==> config.mk <==
export PLATFORM = sky130hd
export DESIGN_NAME = fetch_unit
export DESIGN_NICKNAME = d
export VERILOG_FILES = /design/src/rtl/cpu_pkg.sv /design/src/rtl/fetch_unit.sv
export SDC_FILE = /design/constraint.sdc
export NUM_CORES = 1
export LEC_CHECK = 0
export BUFFER_PORTS_ARGS = -buffer_cell sky130_fd_sc_hd__buf_2
export CELL_PAD_IN_SITES_DETAIL_PLACEMENT = 0
export CELL_PAD_IN_SITES_GLOBAL_PLACEMENT = 1
export CORE_MARGIN = 2
export CORE_UTILIZATION = 34
export CTS_BUF_LIST = sky130_fd_sc_hd__clkbuf_2 sky130_fd_sc_hd__clkbuf_4 sky130_fd_sc_hd__clkbuf_8
export CTS_CLUSTER_DIAMETER = 80
export CTS_CLUSTER_SIZE = 16
export DETAILED_ROUTE_END_ITERATION = 6
export GPL_TIMING_DRIVEN = 0
export PLACE_DENSITY = 0.95
export SYNTH_ARGS = -nofsm -noshare
export SYNTH_HDL_FRONTEND = slang
export SYNTH_SLANG_ARGS = --single-unit
==> constraint.sdc <==
create_clock -name clk -period 2.6 [get_ports clk]
set_clock_uncertainty 0.15 [all_clocks]
set_input_delay 0.39 -clock clk [delete_from_list [all_inputs] [get_ports clk]]
set_output_delay 0.39 -clock clk [all_outputs]
set_load 0.005 [all_outputs]
==> src/rtl/cpu_pkg.sv <==
// Shared types and constants for the ARM-subset processor front end.
// Holds the fetch FSM state type and the decode-field bit positions.
package cpu_pkg;

    typedef enum logic [1:0] {
        IDLE  = 2'd0,
        FETCH = 2'd1,
        HOLD  = 2'd2
    } fetch_state_t;

    localparam int COND_MSB       = 31;
    localparam int OP_MSB         = 27;
    localparam int FUNCT_MSB      = 25;
    localparam int RD_MSB         = 15;
    localparam int PC_READ_OFFSET = 8;

endpackage

==> src/rtl/fetch_unit.sv <==
// Instruction fetch stage: owns the PC, handshakes with instruction memory,
// holds the fetched word and redirects the PC when the held instruction retires.
module fetch_unit
    import cpu_pkg::*;
#(
    parameter logic [31:0] RESET_PC = 32'h0000_0000,
    parameter int          PC_STEP  = 4
) (
    input  logic        clk,
    input  logic        rst,
    output logic        imem_req,
    output logic [31:0] imem_addr,
    input  logic [31:0] imem_rdata,
    input  logic        imem_valid,
    input  logic        stall,
    input  logic        PCSrc,
    input  logic [31:0] Result,
    output logic        instr_valid,
    output logic [31:0] Instr,
    output logic [3:0]  Cond,
    output logic [1:0]  Op,
    output logic [5:0]  Funct,
    output logic [3:0]  Rd,
    output logic [31:0] PC,
    output logic [31:0] PCPlus8,
    output logic [31:0] retire_count
);

    fetch_state_t state_q, state_d;
    logic [31:0]  pc_q, pc_d;
    logic [31:0]  instr_q, instr_d;
    logic         instr_valid_q, instr_valid_d;
    logic [31:0]  retire_count_q, retire_count_d;

    always_ff @(posedge clk) begin
        if (!rst) begin
            state_q        <= IDLE;
            pc_q           <= RESET_PC;
            instr_q        <= 32'd0;
            instr_valid_q  <= 1'b0;
            retire_count_q <= 32'd0;
        end else begin
            state_q        <= state_d;
            pc_q           <= pc_d;
            instr_q        <= instr_d;
            instr_valid_q  <= instr_valid_d;
            retire_count_q <= retire_count_d;
        end
    end

    always_comb begin
        state_d        = state_q;
        pc_d           = pc_q;
        instr_d        = instr_q;
        instr_valid_d  = instr_valid_q;
        retire_count_d = retire_count_q;
        imem_req       = 1'b0;

        case (state_q)
            IDLE: begin
                state_d = FETCH;
            end
            FETCH: begin
                imem_req = 1'b1;
                if (imem_valid) begin
                    instr_d       = imem_rdata;
                    instr_valid_d = 1'b1;
                    state_d       = HOLD;
                end
            end
            HOLD: begin
                if (!stall) begin
                    // Redirect targets are forced onto a word boundary.
                    pc_d           = PCSrc ? (Result & 32'hFFFF_FFFC)
                                           : pc_q + 32'(PC_STEP);
                    instr_valid_d  = 1'b0;
                    retire_count_d = retire_count_q + 32'd1;
                    state_d        = FETCH;
                end
            end
            default: begin
                state_d = IDLE;
            end
        endcase
    end

    assign imem_addr    = pc_q;
    assign instr_valid  = instr_valid_q;
    assign Instr        = instr_q;
    assign Cond         = instr_q[COND_MSB -: 4];
    assign Op           = instr_q[OP_MSB -: 2];
    assign Funct        = instr_q[FUNCT_MSB -: 6];
    assign Rd           = instr_q[RD_MSB -: 4];
    assign PC           = pc_q;
    assign PCPlus8      = pc_q + 32'(PC_READ_OFFSET);
    assign retire_count = retire_count_q;

endmodule

==> out/metrics.yaml <==
drt_wl_total_um: 18500
finalMaxSlewViolations: 0
grt_pass1_wl_um: 27930
fin_crit_sh_pct: 100.6
seqPwrFrac_pct: 50.3
path_clk_slew_ns: 0.12
nets: 1043
core_area_sq_mm: 0.01526
syn2layout_area_growth_pct: 42.11
slew_headroom_pct: 53.70
power.internal_mw: 2.224
pwr-share-comb_pct: 11.1
insertion_delay_ns: 0.38
cts_buffers: 9
via_per_inst: 5.026
ios: 247
wl_per_cell_um: 15.58
status: "complete, but fails checks"
clk_path_buf_depth: 2
dp_hpwl_um: 13450
route.detailed.drc: 0
yosys-top-cells-count: "nand2_1 (118), dfxtp_1 (97), a21oi_1 (64), nor2_1 (56), buf_4 (53)"
rsz0062_at_grt: "yes"
drive_gt1_share_pct: 42.01
max_cap_viol_count: 0
gr-total-overflow: 0
hold_viol: 0
hp-class: "in -> reg"
ys_ff_latch: 97
ant_nets: 0
powerDensity_mw_per_mm2: 404.5
switching_share_pct: 27.40
async_flop_share_pct: 0
critPathCaptureType: "output port"
vdd_ir_drop_max_v: 0.0003040
cp-start-kind: "flop"
yosysMostFrequentCell: "nand2_1"
synth_top_area_share_pct: 36.45
portBuffers: 238
tns_ns: -0.01614
die_h_um: 129.2
htree_levels: 3
total_leakage_power_nw: 3.636
cp.arrival_ns: 2.08
ys_top_cells_by_area: "dfxtp_1 (36%), nand2_1 (8.3%), buf_4 (7.5%)"
min_period_ns: 2.616
cts_tree: "built"
postPlaceCellArea_sq_mm: 0.006802
fp.dieW_um: 129.2
via_count: 5971
critPathRequiredTime_ns: 2.06
path_max_fanout: 6
synth_edf_count: 0
yosys_warnings: 0
row_count: 45
fillers: 1564
netSwitchingPower_uw: 839.1
synth-seq-area-share_pct: 36.45
clock_tree.root_cell: "clkbuf_8"
grt_antenna_before_repair: 1
gp_congestion: 0.8816
dr.first_iter.drc_count: 423
fmax_mhz: 382.2
die_area_sq_mm: 0.01669
yosysTopAreaCell: "dfxtp_1"
initial_core_util_pct: 34.92
placed_cells: 1149
stdcell_count: 1188
syn_area_sq_mm: 0.005328
power_frac_clock_pct: 38.6
grt_pass1_vias: 5393
crit_type: "reg -> out"
max_slew.worst_pin.slew_ns: 0.6945
worst_slack_ns: -0.01614
finalSetupViolations: 1
violations: "setup timing"
power_mw: 3.063
ys_types: 56
firstDrtPassIters: 7
syn_inst: 695
fin_area_sq_mm: 0.007571
cts_sinks: 97
grt_max_degree: 19
track_usage_pct: 21.11
synth_flop_cell: "dfxtp_1"
avgSynthCellArea_sq_um: 7.666
dpl_worst_slack_ns: -0.5158
critical path, stage by stage (launching register included):
cell and delay (ns):
dfxtp_4 0.39, nand4_1 0.14, or3_4 0.41, nor4_4 0.30
nor2b_4 0.21, xnor2_2 0.11, buf_2 0.13
path summary, 6_finish.rpt:
kind / endpoint / cells past startpoint / slack, ns / start
worst min register to register: Instr[11] / 2 / 0.31 / Instr[11]
worst min-delay path: Instr[29] / 3 / 0.07 / imem_rdata[29]
worst max register to register: PC[20] / 6 / 0.18 / PC[2]
worst max-delay path: PCPlus8[31] / 6 / -0.02 / PC[28]
power by group through the flow:
stage	Sequential, mW	Combinational (mW)	Clock, mW
3_3_place_gp	1.58	0.331	0
3_5_place_dp	1.59	0.333	0
4_1_cts	1.54	0.335	1.20
2_1_floorplan	1.58	0.166	0
5_1_grt	1.55	0.379	1.26
6_report	1.54	0.341	1.18
cell usage in the layout, fill, tap and decap left out, types with 4 or more instances in the layout:
cell type / synthesis / routed
o21ai_0: 21 / 21
a31oi_1: 6 / 6
dfxtp_2: 0 / 9
dfxtp_1: 97 / 70
or3_1: 10 / 9
a22oi_1: 4 / 4
nand4_1: 23 / 23
dfxtp_4: 0 / 18
xor2_1: 29 / 29
clkbuf_1: 38 / 28
xnor2_2: 0 / 4
xnor2_1: 23 / 19
and3_1: 16 / 15
nand3_2: 1 / 5
inv_1: 8 / 8
nand3_1: 32 / 25
nand2_1: 118 / 114
nor3_1: 13 / 11
and4_1: 6 / 4
and2_1: 6 / 6
nor2_1: 56 / 54
o22ai_1: 8 / 8
conb_1: 1 / 6
buf_4: 53 / 83
a21oi_1: 64 / 64
clkbuf_8: 0 / 9
nor4_4: 2 / 4
mux2i_1: 7 / 7
buf_2: 3 / 239
registers in the layout, indices dropped and copies added, names as in the netlist:
name,flops
Instr,32
PC,30
instr_valid,1
retire_count,32
state_q,2
layout make-up:
cell class	count	area [sq um]	share of cell area, %
clock buffer	9	123.9	1.636
sequential	97	2021	26.69
multi-input combinational	498	3040	40.16
antenna	1	2.502	0.03305
inverter	8	30.03	0.3966
buffer	89	566.8	7.486
timing repair buffer	268	1416	18.71
tap	211	264.0	3.487
clock inverter	7	106.4	1.405
metrics by stage:
stage	utilization, %	hold slack [ns]
detailed placement	44.58	0.2962
floorplan	-	0.3027
global route	49.60	0.05980
CTS	48.22	0.04521
global placement	44.58	0.2883
finish	49.62	0.06830
what timing repair did:
action / CTS / global route
hold buffers: 0 / 0
gates resized for setup: 76 / 27
setup endpoints to repair: 54 / 20
pin swaps: 8 / 10
setup buffers: 15 / 15
per-layer routing:
layer / global-route usage, % / part of all wire, % / vias up / wire [um]
met2: 35.11 / 48 / 283 / 8953
met3: 5.202 / 8.5 / 41 / 1566
met5: 0 / 0 / - / 0
met1: 26.36 / 41 / 2755 / 7549
li1: - / - / 2892 / -
met4: 8.248 / 2.4 / 0 / 435
kinds of logic (layout without fill, tap and decap cells):
family	after synthesis	in the layout	share of synthesized area, %
compound gates	123	123	13.36
xor+xnor	52	52	8.548
fa+ha+maj	3	3	0.7046
buf+inv	105	381	11.20
flops	97	97	36.45
mux	7	7	1.315
other cells	1	7	0.07039
simple gates	307	307	28.35
Note: power is estimated with default switching activity, not from simulation.
